$ cat src/rtl/pulse_gen.sv
// pulse_gen: generates a burst of num_pulses_i pulses. Each pulse is high for
// high_len_i+1 cycles and low for low_len_i+1 cycles.
//
// Optional feature: define PULSE_GEN_LOOP_EN to add loop_i. With loop_i=1 at the end
// of the final low phase, the burst restarts back-to-back and busy_o stays high.
//
// Ports:
//   clk           clock, rising edge
//   rst_n         asynchronous active-low reset
//   start_i       burst request; sampled only while idle
//   abort_i       ends the current burst at the next edge (beats start_i when idle)
//   num_pulses_i  pulses per burst; 0 gives an immediate done strobe
//   high_len_i    high phase length minus one
//   low_len_i     low phase length minus one
//   loop_i        (PULSE_GEN_LOOP_EN only) repeat the burst at completion
//   pulse_out_o   registered pulse train
//   busy_o        high while a burst is running
//   done_o        one-cycle strobe at normal burst completion
//   sent_o        rising edges emitted in the current burst
module pulse_gen #(
   parameter int unsigned CNT_W = 3,
   parameter int unsigned TIM_W = 4
) (
   input  logic             clk,
   input  logic             rst_n,
   input  logic             start_i,
   input  logic             abort_i,
   input  logic [CNT_W-1:0] num_pulses_i,
   input  logic [TIM_W-1:0] high_len_i,
   input  logic [TIM_W-1:0] low_len_i,
`ifdef PULSE_GEN_LOOP_EN
   input  logic             loop_i,
`endif
   output logic             pulse_out_o,
   output logic             busy_o,
   output logic             done_o,
   output logic [CNT_W-1:0] sent_o
);

   typedef enum logic [1:0] {StIdle, StHigh, StLow} state_e;

   state_e           state_q;
   logic [TIM_W-1:0] phase_q;
   logic [TIM_W-1:0] high_len_q;
   logic [TIM_W-1:0] low_len_q;
   logic [CNT_W-1:0] count_q;
   logic [CNT_W-1:0] sent_q;
   logic             pulse_q;
   logic             busy_q;
   logic             done_q;
   logic             loop_en;

`ifdef PULSE_GEN_LOOP_EN
   assign loop_en = loop_i;
`else
   assign loop_en = 1'b0;
`endif

   always_ff @(posedge clk or negedge rst_n) begin
      if (!rst_n) begin
         state_q    <= StIdle;
         phase_q    <= '0;
         high_len_q <= '0;
         low_len_q  <= '0;
         count_q    <= '0;
         sent_q     <= '0;
         pulse_q    <= 1'b0;
         busy_q     <= 1'b0;
         done_q     <= 1'b0;
      end else begin
         done_q <= 1'b0;
         unique case (state_q)
            StIdle: begin
               if (start_i && !abort_i) begin
                  if (num_pulses_i != '0) begin
                     count_q    <= num_pulses_i;
                     high_len_q <= high_len_i;
                     low_len_q  <= low_len_i;
                     phase_q    <= '0;
                     sent_q     <= CNT_W'(1);
                     pulse_q    <= 1'b1;
                     busy_q     <= 1'b1;
                     state_q    <= StHigh;
                  end else begin
                     // Empty burst completes at once.
                     sent_q <= '0;
                     done_q <= 1'b1;
                  end
               end
            end
            StHigh: begin
               if (abort_i) begin
                  pulse_q <= 1'b0;
                  busy_q  <= 1'b0;
                  phase_q <= '0;
                  state_q <= StIdle;
               end else if (phase_q == high_len_q) begin
                  phase_q <= '0;
                  pulse_q <= 1'b0;
                  state_q <= StLow;
               end else begin
                  phase_q <= phase_q + TIM_W'(1);
               end
            end
            StLow: begin
               if (abort_i) begin
                  busy_q  <= 1'b0;
                  phase_q <= '0;
                  state_q <= StIdle;
               end else if (phase_q == low_len_q) begin
                  phase_q <= '0;
                  if (sent_q < count_q) begin
                     sent_q  <= sent_q + CNT_W'(1);
                     pulse_q <= 1'b1;
                     state_q <= StHigh;
                  end else if (loop_en) begin
                     // Restart with the latched settings; busy stays high.
                     done_q  <= 1'b1;
                     sent_q  <= CNT_W'(1);
                     pulse_q <= 1'b1;
                     state_q <= StHigh;
                  end else begin
                     done_q  <= 1'b1;
                     busy_q  <= 1'b0;
                     state_q <= StIdle;
                  end
               end else begin
                  phase_q <= phase_q + TIM_W'(1);
               end
            end
            default: begin
               pulse_q <= 1'b0;
               busy_q  <= 1'b0;
               phase_q <= '0;
               state_q <= StIdle;
            end
         endcase
      end
   end

   assign pulse_out_o = pulse_q;
   assign busy_o      = busy_q;
   assign done_o      = done_q;
   assign sent_o      = sent_q;

endmodule

$ cat config.mk
export PLATFORM = sky130hd
export DESIGN_NAME = pulse_gen
export DESIGN_NICKNAME = d
export VERILOG_FILES = /design/src/rtl/pulse_gen.sv
export SDC_FILE = /design/constraint.sdc
export NUM_CORES = 1
export LEC_CHECK = 0
export ABC_AREA = 1
export BUFFER_PORTS_ARGS = -buffer_cell sky130_fd_sc_hd__buf_4
export CORE_MARGIN = 2
export CORE_UTILIZATION = 50
export DETAILED_ROUTE_END_ITERATION = 10
export PLACE_DENSITY = 0.74
export SETUP_SLACK_MARGIN = 0.05
export SLEW_MARGIN = 10
export SYNTH_ARGS = -nofsm -noshare
export SYNTH_HDL_FRONTEND = slang
export SYNTH_SLANG_ARGS = --single-unit
$ cat constraint.sdc
create_clock -name clk -period 1.6 [get_ports clk]
set_input_delay 0.24 -clock clk [delete_from_list [all_inputs] [get_ports clk]]
set_output_delay 0.24 -clock clk [all_outputs]
set_load 0.01 [all_outputs]
# Yosys cells after proc, flatten, opt, wreduce, memory -nomap -nowiden
# Cells that the tools add are included.
# totals
elab_cells,76
input_bits,15
register_bits,23
# op_classes
reduce_logical,11
eq_ne,13
addsub,2
magnitude_cmp,1
n_mux,40
# ops
operator,count
two-way mux 4 bit,6
two-way mux 1 bit,18
two-way mux 2 bit,6
two-way mux 3 bit,4
"inequality test 2 bit, second input constant",6
case mux 4 bit (3 select lines),1
AND reduction 5 bit,2
"inequality test 3 bit, second input constant",3
== test 4 bit,2
case mux 1 bit (3 select lines),2
case mux 2 bit (3 select lines),1
case mux 3 bit (2 select lines),1
AND reduction 6 bit,1
"adder 4 x 1 -> 4 bit, second input constant",1
AND reduction 4 bit,1
"adder 3 x 1 -> 3 bit, second input constant",1
< comparator 3 bit,1
AND reduction 3 bit,1
nonzero test 3 bit,1
"== test 2 x 1 -> 1 bit, second input constant",1
"== test 2 bit, second input constant",1
zero test 2 bit,1
case mux 1 bit (2 select lines),1
AND reduction 2 bit,1
other kinds (3),3

# Longest topological paths before layout
# Gate-level depths: netlist (run 1).
# logic_depth
depth_word,5
mapped_depth,11
depth_no_buf,11

# Worst setup path after synthesis (run 1)
# Ideal clock, no wire load.
# synth_path
kind,register to register
startpoint,register sent_q[2] (netlist: sent_o[2])
endpoint,register sent_q[0] (netlist: sent_o[0])
setup_time_ns,0.122
stages_incl_launch_ff,8
period_less_slack_ns,1.471
path_slack_ns,0.129
n_path_buf,0
t_arrival_ns,1.349
required_ns,1.478
path_cell_list,dfrtp_1 ha_1 a21oi_1 nand2_1 a21oi_1 nand2_2 nand2_1 o21ai_1
# synth_via
elab_chain_len,3
# synth_lines
element,line_no,rtl
start: declaration,47,logic [CNT_W-1:0] sent_q;
start signal: assignment,113,sent_q <= sent_q + CNT_W'(1);
< comparator 3 bit,112,if (sent_q < count_q) begin
inequality test 2 bit (no line),n/a,
AND reduction 5 bit (no line),n/a,
# Every way passes these cells.
# A chain may end at the register's enable or synchronous reset.

# Worst setup path in the final report (run 1)
# layout_path
startpoint,register sent_q[1] (netlist: sent_o[1])
endpoint,register sent_q[2] (netlist: sent_o[2])
# layout_via
elab_chain_len,5
word_cells_on_any_way,8
classes_between,add/sub (1); order compare (1); eq/ne (1); mux (4); reduce/logical (1)
# layout_lines
element,line_no,rtl
adder 3 x 1 -> 3 bit,113,
two-way mux 3 bit,112,
two-way mux 3 bit,110,end else if (phase_q == low_len_q) begin
two-way mux 3 bit,106,if (abort_i) begin
case mux 3 bit (2 select lines),72,unique case (state_q)
# Parallel ways exist; a longest one is shown, timed or not. The select of a mux whose other input is x is not followed.

==> impl_metrics.csv, run 1 <==
group,metric,value,unit
run_status,status,"finished, final reports clean",
worst_setup_path,path_common_cell,"nand2_2",
grt,grt_pass1_vias,1288,
min_path,min_path_cells,3,
routing,firstDrtPassIters,4,
power,p_per_area,1600,nW/µm²
worst_setup_path,arrival,1.72,ns
worst_setup_path,critPathMaxStageDelay,0.43,ns
cells_and_area,drive_gt1_frac,0.258,
floorplanning,ioPinCount,21,
sta,worst_pin_slew,0.287,ns
cells_and_area,most-common-layout-cells,"61 x nand2_1, 27 x buf_4, 22 x inv_1, 22 x dfrtp_1, 15 x nor2_1",
worst_setup_path,crit_fanout,6,
power,clkPwrFrac,0.102,
worst_setup_path,worstSetupStartpointType,"flop",
sta,fin_ws,0.112,ns
worst_setup_path,cp_cell_sequence,"ha_1, nand2_1, inv_1, nand2_2, nand2_2, a21oi_2, nand2_2, nand2_1, o21ai_1",
synthesis,ys_types,19,
clock_tree,cts_buffer_depth,2,
synthesis,ys_ff_latch,23,
floorplanning,die_h,56.4,µm
routing,final_antenna_net_count,0,
worst_setup_path,critPathRequiredTime,1.83,ns
floorplanning,die_w,56.4,µm
routing,drtIter0Drc,43,
worst_setup_path,criticalPathCategory,"flop to flop",
power,p_leak,0.938,nW
placement,port_buffers,20,
sta,setup_viol,0,
placement,dp.final_hpwl,2160,µm
sta,period_needed,1.49,ns
cells_and_area,layout_commonest_cell,"nand2_1",
synthesis,ys_seq_area_frac,0.419,
power,switching_power,1.22,mW
placement,pre_cts_ws,0.0723,ns
cells_and_area,final_area,1700,µm²
sta,fmaxAchievable,672,MHz
power,intPower,1.50,mW
floorplanning,core,2690,µm²
synthesis,synthCells,187,
clock_tree,htreeDepth,1,
synthesis,syn_nets,210,
sta,rsz0062_at_grt,"no",
cells_and_area,layout.nets,241,
clock_tree,clkSinkCount,23,
sta,slew_headroom,0.809,
worst_setup_path,endpoint_kind,"flop",
synthesis,syn_area,1370,µm²
min_path,hp-class,"input pin to flop",
placement,globalplace.congestion,0.925,
floorplanning,start_util,0.511,
cells_and_area,area_growth,23.6,%
cells_and_area,antenna_cells,0,
power,ir_drop,0.00101,V
sta,hold_viol,0,
grt,antenna_found_initial,0,
routing,via_per_inst,5.15,
clock_tree,cts_tree,"built",
sta,skew,0.00690,ns
flow_run,cap_violations,0,
routing,wire_per_inst,11.6,µm
routing,drcViolationCount,0,
sta,maxSlewViolCount,0,
power,pwr-share-seq,0.356,
sta,min_period_over_period,0.930,
grt,overflow,0,
sta,final.setup.tns,0,ns
floorplanning,die_area,3180,µm²
floorplanning,rows,19,
grt,grt_max_degree,24,
clock_tree,cts_buffers,3,
clock_tree,clkLatencyLatePin,0.33,ns
worst_setup_path,reg2reg_depth,9,
routing,drt_wl_total,2890,µm
power,power_frac_comb,0.542,
worst_setup_path,crit_path_top_delay_cell,"dfrtp_1",
placement,post_dp_cell_area,1570,µm²
grt,grt_usage,0.203,
grt,grt_pass1_wl,5100,µm
clock_tree,cts-root-buf,"clkbuf_4",
routing,routed-via-count,1278,
clock_tree,path_clk_slew,0.12,ns
synthesis,synth_area_per_cell,7.35,µm²
synthesis,ys_warn_count,0,
power,sw_frac_of_total,0.447,
[routing by layer]
layer	global-route usage	wire (µm)	share of wire
met1	0.233	1220	0.42
met2	0.360	1480	0.51
met3	0.0253	111	0.038
met4	0.119	85	0.029
met5	0	0	0
[layout make-up]
class | instances | area, µm²
Inverter | 27 | 104
Sequential cell | 23 | 577
Clock buffer | 4 | 26.3
Multi-Input combinational cell | 135 | 739
Tap cell | 31 | 38.8
Fill cell | 252 | 988
Timing Repair Buffer | 28 | 213
[synthesized netlist by cell type (all sizes together)]
master	n	area, µm²
o21bai	1	18.8
buf	1	5.00
nand2	69	272
dfrtp	23	576
xor2	3	26.3
ha	8	100
inv	27	101
nand3	11	65.1
nor2	18	75.1
clkbuf	1	3.75
o22ai	1	6.26
nand4	4	25.0
o21ai	7	35.0
a21oi	13	65.1
[worst max-delay path: cells and delay by family, from the launching register on]
kind                       cells  cell delay (ns)
DFF                            1             0.43
AOI/OAI and AO/OA              2             0.20
and+or+nand+nor                5             0.40
buffers and inverters          1             0.05
adders and majority gates      1             0.30
[per-stage QoR]
stage,cells,hold slack (ns),utilization,power (mW)
2_1_floorplan,187,-0.0556,-,1.90
3_3_place_gp,238,0.147,0.584,2.20
3_5_place_dp,238,0.149,0.584,2.26
4_1_cts,243,0.148,0.598,2.54
5_1_grt,248,0.165,0.632,2.99
6_report,248,0.151,0.632,2.72
[cell families after synthesis]
kind of cell	synth area share
compound gates	0.0911
xor+xnor	0.0191
fa+ha+maj	0.0729
buf+inv	0.0801
flops	0.419
simple gates	0.318
[flip-flops by register name, summed over array words and instances (netlist names)]
| name | flops |
|---|---|
| busy_o | 1 |
| count_q | 3 |
| done_o | 1 |
| high_len_q | 4 |
| low_len_q | 4 |
| phase_q | 4 |
| pulse_out_o | 1 |
| sent_o | 3 |
| state_q | 2 |
[power groups by stage]
| stage | Sequential, mW | Combinational (mW) | Clock, mW |
|---|---|---|---|
| final | 0.968 | 1.47 | 0.278 |
| after detailed placement | 0.989 | 1.27 | 0 |
| after CTS | 0.978 | 1.27 | 0.286 |
| after floorplan | 0.971 | 0.927 | 0 |
| after global routing | 0.998 | 1.69 | 0.307 |
| after global placement | 0.969 | 1.23 | 0 |
[final timing paths]
path | start | endpoint | slack [ns]
max | sent_o[1] | sent_o[2] | 0.11
min | high_len_i[2] | high_len_q[2] | 0.15
max in group asynchronous | rst_n | sent_o[2] | 1.04
max reg2reg | sent_o[1] | sent_o[2] | 0.11
min in group asynchronous | rst_n | count_q[0] | 0.32
min reg2reg | pulse_out_o | pulse_out_o | 0.50
[timing repair]
action | CTS | global route
resized for setup | 0 | 13
buffers inserted | 0 | 5
endpoints found under the setup margin | 0 | 11
hold buffers | 1 | 0
hold endpoints to repair | 23 | 0
Note: power is estimated with default switching activity, not from simulation.
==> run 2, diff against run 1 <==
- CORE_UTILIZATION: 50 -> 36
- PLACE_DENSITY: 0.74 -> 0.57
- SETUP_SLACK_MARGIN: 0.05 -> 0.4
==> impl_metrics.csv, run 2 (synthesized netlist as in run 1, its figures left out) <==
group,metric,value,unit
run_status,status,"finished, final reports clean",
routing,via_per_inst,4.82,
placement,dp.final_hpwl,2210,µm
routing,drt_wl_total,3510,µm
grt,grt_max_degree,24,
sta,fmaxAchievable,690,MHz
worst_setup_path,worstSetupStartpointType,"flop",
cells_and_area,seqCellArea,578,µm²
placement,dpl.cell_count,255,
sta,worst_pin_slew,0.297,ns
clock_tree,cts-root-buf,"clkbuf_8",
placement,port_buffers,20,
cells_and_area,fill_cells,349,
cells_and_area,drive_gt1_frac,0.431,
power,ir_drop,0.000646,V
grt,grt_usage,0.163,
floorplanning,ioPinCount,21,
sta,setup_viol,0,
sta,skew,0.00892,ns
routing,final_antenna_net_count,0,
grt,overflow,0,
floorplanning,rows,22,
floorplanning,die_w,65.8,µm
worst_setup_path,crit_path_top_delay_cell,"dfrtp_2",
worst_setup_path,path_buf_inv,0,
clock_tree,cts_tree,"built",
clock_tree,cts_buffers,3,
clock_tree,path_clk_slew,0.09,ns
cells_and_area,fin_cells,280,
sta,min_period_over_period,0.906,
routing,wire_per_inst,12.5,µm
grt,antenna_found_initial,0,
worst_setup_path,cp_cell_sequence,"ha_4, a21oi_4, nand2_4, a21oi_2, nand2_2, nand2_1, o21ai_1",
sta,final.setup.tns,0,ns
power,p_total,3.37,mW
placement,globalplace.congestion,0.819,
worst_setup_path,critPathTopFamily,"flip-flops",
routing,routed-via-count,1350,
routing,drtIter0Drc,48,
cells_and_area,layout_commonest_cell,"nand2_1",
worst_setup_path,crit_fanout,6,
worst_setup_path,crit_cells,7,
worst_setup_path,critPathRequiredTime,1.75,ns
power,p_per_area,1630,nW/µm²
cells_and_area,finish.utilization,0.563,
worst_setup_path,criticalPathCategory,"flop to flop",
cells_and_area,multi_input_area,892,µm²
cells_and_area,area_growth,50.0,%
min_path,hp-class,"input pin to flop",
floorplanning,die_h,65.8,µm
floorplanning,start_util,0.375,
sta,maxSlewViolCount,0,
routing,firstDrtPassIters,4,
worst_setup_path,endpoint_kind,"flop",
cells_and_area,layout.nets,256,
sta,slew_headroom,0.802,
routing,drcViolationCount,0,
cells_and_area,antenna_cells,0,
grt,grt_pass1_vias,1288,
clock_tree,clkLatencyLatePin,0.27,ns
power,p_leak,1.05,nW
clock_tree,htreeDepth,1,
clock_tree,cts_buffer_depth,2,
flow_run,cap_violations,0,
cells_and_area,most-common-layout-cells,"54 x nand2_1, 32 x buf_4, 21 x dfrtp_1, 16 x inv_1, 12 x nor2_1",
worst_setup_path,reg2reg_depth,7,
sta,period_needed,1.45,ns
cells_and_area,reg_top3,"high_len_q x4, low_len_q x4, phase_q x4",
min_path,min_path_cells,3,
sta,hold_viol,0,
clock_tree,clkSinkCount,23,
floorplanning,die_area,4330,µm²
worst_setup_path,arrival,1.60,ns
grt,grt_pass1_wl,5440,µm
sta,rsz0062_at_grt,"yes",
worst_setup_path,critPathMaxStageDelay,0.44,ns
floorplanning,core,3660,µm²
## run 2: cell count changes in the layout (fill, tap and decap cells not counted), sizes merged
cell      previous run  this run
clkbuf               4         3
buf                 27        42
clkinvlp             0         1
## run 2: timing repair
action	in CTS	in global routing
endpoints found under the hold margin	23	0
cloned	0	3
resized for setup	22	37
setup buffers	10	7
hold buffers	1	0
endpoints found under the setup margin	23	25
pin swaps	14	14
## run 2: layout make-up
type | count | share of cell area
Clock buffer | 3 | 0.0200
Sequential cell | 23 | 0.281
Inverter | 27 | 0.0516
Tap cell | 48 | 0.0291
Clock inverter | 1 | 0.00364
Multi-Input combinational cell | 135 | 0.433
Timing Repair Buffer | 43 | 0.182
## run 2: metrics by stage
| step | area [µm²] | hold WS [ns] | worst slack (ns) |
|---|---|---|---|
| 6_report | 2060 | 0.201 | 0.150 |
| 5_1_grt | 2060 | 0.207 | 0.0420 |
| 4_1_cts | 1870 | 0.199 | 0.188 |
| 3_5_place_dp | 1640 | 0.152 | 0.128 |
| 3_3_place_gp | 1640 | 0.154 | 0.184 |
| 2_1_floorplan | 1440 | -0.0556 | 0.233 |
## run 2: worst paths after layout
kind	start	end	slack, ns
max	sent_o[2]	sent_o[2]	0.15
max reg2reg	sent_o[2]	sent_o[2]	0.15
min	low_len_i[3]	low_len_q[3]	0.20
min in group asynchronous	rst_n	low_len_q[3]	0.39
min reg2reg	pulse_out_o	pulse_out_o	0.48
max in group asynchronous	rst_n	sent_o[2]	0.95
## run 2: tightest hold or removal path: cells and delay by family
family	cells	cell delay, ns
AND/OR/NAND/NOR	1	0.04
AO/OA/AOI/OAI	1	0.08
buffers and inverters	1	0.08
## run 2: routing by layer
layer / GRT usage / vias up / routed length (µm)
met5: 0 / - / 0
met4: 0.0495 / 0 / 48
met3: 0.0290 / 6 / 183
met2: 0.289 / 28 / 1810
met1: 0.199 / 641 / 1460
li1: - / 675 / -
## run 2: power breakdown
part | switching, mW | internal, mW | total [mW]
clock | 0.193 | 0.176 | 0.370
sequential | 0.161 | 0.805 | 0.967
combinational | 1.13 | 0.902 | 2.03
total | 1.49 | 1.88 | 3.37
